$ cat config.mk
export PLATFORM = sky130hd
export DESIGN_NAME = seg7_frame_capture
export DESIGN_NICKNAME = d
export VERILOG_FILES = /design/src/rtl/seg7_pkg.sv /design/src/rtl/seg7_pattern_decode.sv /design/src/rtl/seg7_frame_capture.sv
export SDC_FILE = /design/constraint.sdc
export NUM_CORES = 1
export LEC_CHECK = 0
export BUFFER_PORTS_ARGS = -buffer_cell sky130_fd_sc_hd__buf_2
export CAP_MARGIN = 40
export CORE_MARGIN = 3
export CORE_UTILIZATION = 49
export DETAILED_ROUTE_END_ITERATION = 10
export PLACE_DENSITY = 0.79
export SYNTH_ARGS = -nofsm -noshare
export SYNTH_HDL_FRONTEND = slang
export SYNTH_SLANG_ARGS = --single-unit
$ cat constraint.sdc
create_clock -name clk -period 1.8 [get_ports clk]
set_input_delay 0.18 -clock clk [delete_from_list [all_inputs] [get_ports clk]]
set_output_delay 0.18 -clock clk [all_outputs]
set_load 0.01 [all_outputs]
$ cat src/rtl/seg7_pkg.sv
// Shared constants for the seven-segment receive path: active-low gfedcba
// patterns for the ten legal digits, the error digit and capture FSM states.
package seg7_pkg;

  localparam logic [6:0] SEG_0 = 7'b1000000;
  localparam logic [6:0] SEG_1 = 7'b1111001;
  localparam logic [6:0] SEG_2 = 7'b0100100;
  localparam logic [6:0] SEG_3 = 7'b0110000;
  localparam logic [6:0] SEG_4 = 7'b0011001;
  localparam logic [6:0] SEG_5 = 7'b0010010;
  localparam logic [6:0] SEG_6 = 7'b0000010;
  localparam logic [6:0] SEG_7 = 7'b1111000;
  localparam logic [6:0] SEG_8 = 7'b0000000;
  localparam logic [6:0] SEG_9 = 7'b0010000;

  localparam logic [3:0] INVALID_DIGIT = 4'hF;

  typedef enum logic [1:0] {
    IDLE    = 2'd0,
    COLLECT = 2'd1,
    HOLD    = 2'd2
  } state_t;

endpackage

$ cat src/rtl/seg7_pattern_decode.sv
// Combinational segment-pattern to BCD decode; anything outside the ten
// legal glyphs maps to INVALID_DIGIT and raises illegal.
module seg7_pattern_decode
  import seg7_pkg::*;
(
  input  logic [6:0] pattern,
  output logic [3:0] digit,
  output logic       illegal
);

  always_comb begin
    digit   = INVALID_DIGIT;
    illegal = 1'b0;
    case (pattern)
      SEG_0:   digit = 4'd0;
      SEG_1:   digit = 4'd1;
      SEG_2:   digit = 4'd2;
      SEG_3:   digit = 4'd3;
      SEG_4:   digit = 4'd4;
      SEG_5:   digit = 4'd5;
      SEG_6:   digit = 4'd6;
      SEG_7:   digit = 4'd7;
      SEG_8:   digit = 4'd8;
      SEG_9:   digit = 4'd9;
      default: illegal = 1'b1;
    endcase
  end

endmodule

$ cat src/rtl/seg7_frame_capture.sv
// Collects NUM_DIGITS strobed segment patterns into a BCD frame (first digit
// in the top nibble) and holds it on a valid/ready handshake.
module seg7_frame_capture
  import seg7_pkg::*;
#(
  parameter int NUM_DIGITS = 4,
  parameter int CNT_W      = 3
) (
  input  logic                    clk,
  input  logic                    rst_n,
  input  logic [6:0]              seg_in,
  input  logic                    seg_valid,
  input  logic                    frame_start,
  input  logic                    out_ready,
  output logic                    out_valid,
  output logic [4*NUM_DIGITS-1:0] out_bcd,
  output logic                    out_err,
  output logic [CNT_W-1:0]        digit_count,
  output logic                    busy
);

  localparam int W = 4 * NUM_DIGITS;

  state_t     state;
  logic [3:0] digit;
  logic       illegal;
  logic       last;

  seg7_pattern_decode u_decode (
    .pattern (seg_in),
    .digit   (digit),
    .illegal (illegal)
  );

  assign last = (digit_count == CNT_W'(NUM_DIGITS - 1));
  assign busy = (state == COLLECT);

  always_ff @(posedge clk or negedge rst_n) begin
    if (!rst_n) begin
      state       <= IDLE;
      out_valid   <= 1'b0;
      out_bcd     <= '0;
      out_err     <= 1'b0;
      digit_count <= '0;
    end else begin
      case (state)
        IDLE, COLLECT: begin
          // A coincident strobe becomes digit 1 of the restarted frame.
          if (frame_start) begin
            out_bcd     <= seg_valid ? W'(digit) : '0;
            out_err     <= seg_valid & illegal;
            digit_count <= seg_valid ? CNT_W'(1) : '0;
            if (seg_valid && NUM_DIGITS == 1) begin
              state     <= HOLD;
              out_valid <= 1'b1;
            end else begin
              state <= COLLECT;
            end
          end else if (state == COLLECT && seg_valid) begin
            out_bcd     <= (out_bcd << 4) | W'(digit);
            out_err     <= out_err | illegal;
            digit_count <= digit_count + CNT_W'(1);
            if (last) begin
              state     <= HOLD;
              out_valid <= 1'b1;
            end
          end
        end
        HOLD: begin
          if (out_ready) begin
            state     <= IDLE;
            out_valid <= 1'b0;
          end
        end
        default: begin
          state     <= IDLE;
          out_valid <= 1'b0;
        end
      endcase
    end
  end

endmodule

# == Word-level counts from Yosys, hierarchy flattened ==
# Cells that the tools add are included.
# totals
ff_bits,23
input_bits,12
output_inout_bits,22
elab_cells,56
# op_classes
add_sub_neg,1
eq_ne,18
mux,20
bitwise_logic,3
reduce_logical,9
# ops
operator,count
4-bit one-hot mux with 10 select lines,1
16-bit two-way mux,2
7-bit by 5-bit equality test with 1-bit output (second input constant),3
7-bit equality test (second input constant),3
16-bit by 4-bit OR with 16-bit output,1
7-bit by 6-bit equality test with 1-bit output (second input constant),2
10-bit OR reduction,1
1-bit two-way mux,8
2-bit two-way mux,4
2-bit != test (second input constant),4
7-bit by 2-bit equality test with 1-bit output (second input constant),1
7-bit zero test,1
3-bit two-way mux,2
3-bit != test (second input constant),2
4-bit two-way mux,1
2-bit one-hot mux with 2 select lines,1
4-bit AND reduction,1
3-bit by 1-bit adder with 3-bit output (second input constant),1
3-bit by 2-bit equality test with 1-bit output (second input constant),1
3-bit AND reduction,1
2-bit by 1-bit equality test with 1-bit output (second input constant),1
2-bit equality test (second input constant),1
2-bit zero test,1
1-bit one-hot mux with 2 select lines,1
other kinds (6),6

# == Depth between registers and ports, before layout ==
# Gate-level depths: netlist of the first run.
# depth
depth_word,6
ltp_mapped,6
depth_no_buf,5

# == Cells and area by module ==
# Synthesis of the first run repeated with hierarchy kept, for this count alone.
# hier_totals
cells_unflattened,139
hier_area_um2,1325.0
# by_module_without_submodules
mod,instances,cells_each,area_per_inst_um2,seq_area_each_um2
seg7_frame_capture,1,110,1128.6,575.6
seg7_pattern_decode,1,29,196.4,0.0

# == Worst setup path after synthesis of the first run ==
# Ideal clock, no wire load.
# synth_path
path_kind,input -> register
start,in seg_in[0]
end,reg out_bcd[3]
setup_ns,0.129
arrival_time_ns,1.302
t_required_ns,1.671
slack_ns,0.369
path_stages,4
path_buffers,0
cell_sequence,or4_1 -> or4b_1 -> nand3_1 -> o21ai_1
# synth_between
elab_chain_len,5
word_cells_on_any_way,15
classes_between,9 x eq/ne; 4 x mux; 1 x bitwise; 1 x reduce/logical
# synth_rtl
item,line_no,rtl
from (decl),seg7_frame_capture.sv:11,"input logic [6:0] seg_in,"
7-bit by 5-bit equality test with 1-bit output (tied with other cells),seg7_pattern_decode.sv:14,case (pattern)
4-bit one-hot mux with 10 select lines (*),seg7_pattern_decode.sv:14,
16-bit by 4-bit OR with 16-bit output,seg7_frame_capture.sv:60,out_bcd <= (out_bcd << 4) | W'(digit);
16-bit two-way mux,seg7_frame_capture.sv:59,end else if (state == COLLECT && seg_valid) begin
16-bit two-way mux (*),seg7_frame_capture.sv:49,if (frame_start) begin
to (signal assigned),seg7_frame_capture.sv:50,out_bcd <= seg_valid ? W'(digit) : '0;
to (signal assigned),seg7_frame_capture.sv:60,
to (decl),seg7_frame_capture.sv:16,"output logic [4*NUM_DIGITS-1:0] out_bcd,"
# Mark *: on every way between the ends. The rest lies on a longest branch, timed or not. The select of a mux whose other input is x is not followed.
# A chain may end at the register's enable or synchronous reset.

# == Worst setup path after layout of the first run ==
# layout_path
start,reg state[1]
end,reg out_bcd[2]
# layout_between
elab_chain_len,4
word_cells_on_any_way,6
classes_between,1 x eq/ne; 5 x reduce/logical
# layout_rtl
item,line_no,rtl
from (decl),seg7_frame_capture.sv:24,state_t state;
from (signal assigned),seg7_frame_capture.sv:40,state <= IDLE;
from (signal assigned),seg7_frame_capture.sv:54,state <= HOLD;
from (signal assigned),seg7_frame_capture.sv:57,state <= COLLECT;
2-bit by 1-bit equality test with 1-bit output,"seg7_frame_capture.sv:46, seg7_frame_capture.sv:59",
1-bit logical AND,seg7_frame_capture.sv:59,
2-bit nonzero test (no line),--,
2-bit AND reduction (no line) (*),--,
# Mark *: on every way between the ends. The rest lies on a longest branch, timed or not.

==> results.toml, run 1 <==
[routing]
routed_wl_mm = 2.280
antenna_left = 0
drtIter0Drc = 12
vias = 937
drcViolationCount = 0
wire_per_inst_um = 13.57
vias_per_cell = 5.577
dr.pass1.iters = 4

[critical_path]
crit_arrival_ns = 1.70
slowest_delay_ns = 0.45
cp_slowest_cell = "dfrtp_1"
path_max_fanout = 6
reg2reg_depth = 4
end_kind = "register"
reg2reg_setup_slack_ns = 0.34
path_cells = "nand2b_1 > a311oi_1 > nand3_1 > o211ai_1"
worstSetupPathType = "reg -> reg"
critical_path_required_ns = 2.04
worstSetupStartpointType = "register"

[status]
status = "finished, final reports clean"

[timing]
finalHoldViolations = 0
setup_violations = 0
worst_pin_slew_ns = 0.5736
finClkSkew_ns = 0.001196
fin_ws_ns = 0.3396
max_freq_ghz = 0.6848
relSlewSlack = 0.6122
totalNegativeSetupSlack_ns = 0
fin_crit_sh = 0.8113
drv_slew = 0
grt_setup_unrepaired = "no"
min_period_ns = 1.460

[power]
power_density_nw_per_um2 = 816.7
total_power_uw = 1085
power_switching_uw = 328.0
ir_drop_mv = 0.4421
internal-power_uw = 757.2
combPwrFrac = 0.220
pwr-share-seq = 0.558
switching_share = 0.3022
leakage_uw = 0.0006682
pwr-share-clk = 0.221

[run]
drv_cap = 0

[hold_path]
min_path_cells = 3
hold_class = "in -> reg"

[layout]
drive_gt1_frac = 0.3121
layout_common_cells = "33 x buf_2, 23 x dfrtp_1, 13 x a22o_1, 11 x nand2_1, 6 x o21ai_0"
finalInstanceArea_um2 = 1329
final_common_cell = "buf_2"
syn_to_final_growth_pct = 21.37
n_antenna_cell = 0
nets = 156

[yosys]
synth_edf_count = 0
synthesis.area_um2 = 1095
ys_seq_elements = 23
synth_cell_types = 33
synth.avg_cell_area_um2 = 10.43
synth_warnings = 0
syn-num-nets = 119
synth_seq_area_share = 0.5257
synth_cells = 105
synth_ff_type = "dfrtp_1"
async_reset_ff_frac = 1.000

[die]
coreArea_um2 = 2042
die_h_um = 53.27
die_w_um = 53.27
io_pins = 34
start_util = 0.5362
rows = 16
dieArea_um2 = 2838

[clock_tree]
clk_path_buf_depth = 2
cts_buffers = 3
htree_levels = 1
clock_latency_ns = 0.31
cts_resized = 0
cts-root-buf = "clkbuf_4"
path_clk_slew_ns = 0.13
numClockSinks = 23
tritoncts = "yes"

[grt]
grtUsageTotal = 0.1824
grt_max_degree = 24
global_route.overflow_total = 0
grt_antenna_before_repair = 0
grt_first_pass_wirelength_mm = 3.663
grt_pass1_vias = 843

[placed_design]
dp_slack_ns = 0.1884
portBuffers = 33
gp_congestion = 0.8018
hpwl_mm = 1.743
placed_cell_area_um2 = 1291
-- cells by family after synthesis --
kind of cell    after synthesis  synth area share
simple gates                 36            0.1829
flops                        23            0.5257
buf+inv                       9           0.03314
compound gates               35            0.2354
fa+ha+maj                     2           0.02285
-- per-layer routing --
layer	wire length [um]	up-vias	global-route usage
met5	0	-	0
li1	-	460	-
met4	72	0	0.1319
met2	1075	25	0.2857
met1	1025	445	0.2302
met3	106	7	0.01972
-- synthesized netlist by cell type (3+ instances only) --
library cell | instances | area, um2
a22o_1 | 13 | 113.9
nor2b_1 | 5 | 31.28
nand3_1 | 3 | 15.01
o21ai_0 | 6 | 30.03
nor2_1 | 5 | 18.77
inv_1 | 5 | 18.77
a21oi_1 | 4 | 20.02
nand2_1 | 11 | 41.29
dfrtp_1 | 23 | 575.6
-- flip-flops by register name, summed over array words and instances (netlist names) --
signal and cells:
digit_count 3, out_bcd 16, out_err 1, out_valid 1, state 2
-- cell type report --
class / instances / area, um2
timing repair buffer: 36 / 190.2
sequential: 23 / 575.6
fill: 187 / 713.2
inverter: 5 / 18.77
multi-input combinational: 73 / 483.0
tap: 27 / 33.78
clock inverter: 1 / 5.005
clock buffer: 3 / 22.52
-- worst max-delay path: cells and delay by family, from the launching register on --
kind	cells	cell delay [ns]
AND/OR/NAND/NOR	2	0.39
AO/OA/AOI/OAI	2	0.56
flip-flops	1	0.45
-- power groups by stage --
| stage | registers, uW | clock network, uW | logic [uW] |
|---|---|---|---|
| 2_1_floorplan | 639 | 0 | 105 |
| 3_3_place_gp | 615 | 0 | 234 |
| 3_5_place_dp | 617 | 0 | 240 |
| 4_1_cts | 606 | 245 | 243 |
| 5_1_grt | 615 | 265 | 268 |
| 6_report | 606 | 240 | 239 |
-- final timing paths --
path | start | end
max | state[1] | out_bcd[2]
min | out_ready | out_valid
max reg2reg | state[1] | out_bcd[2]
min reg2reg | digit_count[2] | digit_count[2]
max in group asynchronous | rst_n | out_bcd[13]
min in group asynchronous | rst_n | out_bcd[8]
-- through the flow --
stage / hold slack (ns) / util / cells
floorplan: -0.1156 / - / 105
global placement: 0.1687 / 0.6324 / 163
detailed placement: 0.1733 / 0.6324 / 163
CTS: 0.1194 / 0.6507 / 168
global route: 0.1313 / 0.6507 / 168
finish: 0.1262 / 0.6507 / 168
-- repair_timing --
action,CTS,global route
hold buffers,1,0
setup buffers,0,0
endpoints found under the hold margin,23,0
Power figures use the tool's default switching activity.
==> run 2, diff against run 1 <==
- clock period: 1.8 -> 1.5 ns (I/O delays scaled with it)
==> results.toml, run 2 (synthesis gave the netlist of run 1 again) <==
[routing]
routed_wl_mm = 2.350
dr_wl_met2_mm = 1.193
vias_per_cell = 5.538
top_layer = "met4"
drcViolationCount = 0
wl_met3_um = 101
vias = 958
dr.pass1.iters = 4
drtIter0Drc = 23
antenna_left = 0
wire_per_inst_um = 13.58
wirelength_met1_mm = 1.028

[layout]
final_util = 0.6801
nets = 161
seqCellArea_um2 = 575.6
finalInstanceArea_um2 = 1389
syn_to_final_growth_pct = 26.86
final_common_cell = "buf_2"
drive_gt1_frac = 0.3425
multi_input_area_um2 = 494.2
layout_common_cells = "33 x buf_2, 23 x dfrtp_1, 13 x a22o_1, 11 x nand2_1"
largest_reg_flops = 16
top_register = "out_bcd"
largestRegisters = "out_bcd: 16 flops, digit_count: 3 flops, state: 2 flops"
fillers = 181
n_antenna_cell = 0

[status]
status = "finished, final reports clean"

[power]
power_switching_uw = 385.6
power_density_nw_per_um2 = 945.8
combPwrFrac = 0.235
internal-power_uw = 928.0
pwr-share-clk = 0.208
pwr-share-seq = 0.557
ir_drop_mv = 0.4697
leakage_uw = 0.0006992
switching_share = 0.2936

[die]
rows = 16
die_w_um = 53.27
io_pins = 34
start_util = 0.5362
die_h_um = 53.27
coreArea_um2 = 2042
dieArea_um2 = 2838

[placed_design]
placed_cell_area_um2 = 1341
dp_slack_ns = -0.07864
hpwl_mm = 1.825
portBuffers = 33
gp_congestion = 0.7968

[timing]
fin_crit_sh = 0.8975
drv_slew = 0
finClkSkew_ns = 0.005661
setup_violations = 0
finalHoldViolations = 0
grt_setup_unrepaired = "no"
fin_ws_ns = 0.1538
min_period_ns = 1.346
max_freq_ghz = 0.7428
whs_ns = 0.1011
relSlewSlack = 0.6664
worst_pin_slew_ns = 0.5004

[critical_path]
critical_path_required_ns = 1.72
end_kind = "register"
worstSetupPathType = "reg -> reg"
path_max_fanout = 4
worstSetupStartpointType = "register"
reg2reg_depth = 4
crit_arrival_ns = 1.57

[clock_tree]
path_clk_slew_ns = 0.12
clock_latency_ns = 0.30
cts_buffers = 3
numClockSinks = 23
tritoncts = "yes"
htree_levels = 1
cts-root-buf = "clkbuf_4"
clk_path_buf_depth = 2

[grt]
grt_first_pass_wirelength_mm = 3.739
grt_pass1_vias = 865
grt_max_degree = 24
grt_antenna_before_repair = 0
global_route.overflow_total = 0
grtUsageTotal = 0.1815

[hold_path]
hold_class = "in -> reg"
min_path_cells = 3

[run]
drv_cap = 0
[run 2: final timing paths]
check / slack, ns / to / start
worst min register to register: 0.52 / out_bcd[12] / out_bcd[12]
worst max-delay path: 0.15 / out_bcd[2] / state[1]
worst min-delay path: 0.10 / out_valid / out_ready
worst max register to register: 0.15 / out_bcd[2] / state[1]
min in group asynchronous: 0.33 / digit_count[2] / rst_n
max in group asynchronous: 0.83 / out_bcd[13] / rst_n
[run 2: area by class of cell]
type / instances / share of cell area
repair buffers: 41 / 0.1730
flip-flops and latches: 23 / 0.4144
inverters: 5 / 0.01351
multi-input cells: 73 / 0.3559
clock buffers: 4 / 0.01892
well taps: 27 / 0.02432
[run 2: worst max-delay path, cell delays in order (launching register included)]
cell and delay [ns]:
dfrtp_1 0.39, nand2b_1 0.17, a311oi_2 0.38, nand3_2 0.15, o211ai_1 0.17
[run 2: layer usage]
layer  vias up  GRT usage
met4         0    0.09362
met2        29     0.3224
met3         2    0.01690
li1        477          -
met5         -          0
met1       450     0.2133
[run 2: what timing repair did]
action | in CTS | in global routing
endpoints found under the setup margin | 0 | 3
hold endpoints to repair | 23 | 0
resized for setup | 0 | 2
hold buffers | 1 | 0
buffers inserted | 0 | 0
[run 2: metrics by stage]
step	power, uW	instances	TNS [ns]
after floorplan	893.1	105	0
after global placement	1035	168	-0.02691
after detailed placement	1049	168	-0.08569
after CTS	1323	173	0
after global routing	1390	173	0
final	1314	173	0
[run 2: power groups by stage]
stage	logic, uW	registers (uW)	clock network [uW]
2_1_floorplan	126	767	0
3_3_place_gp	297	738	0
3_5_place_dp	306	743	0
4_1_cts	310	731	283
5_1_grt	344	740	306
6_report	309	731	274
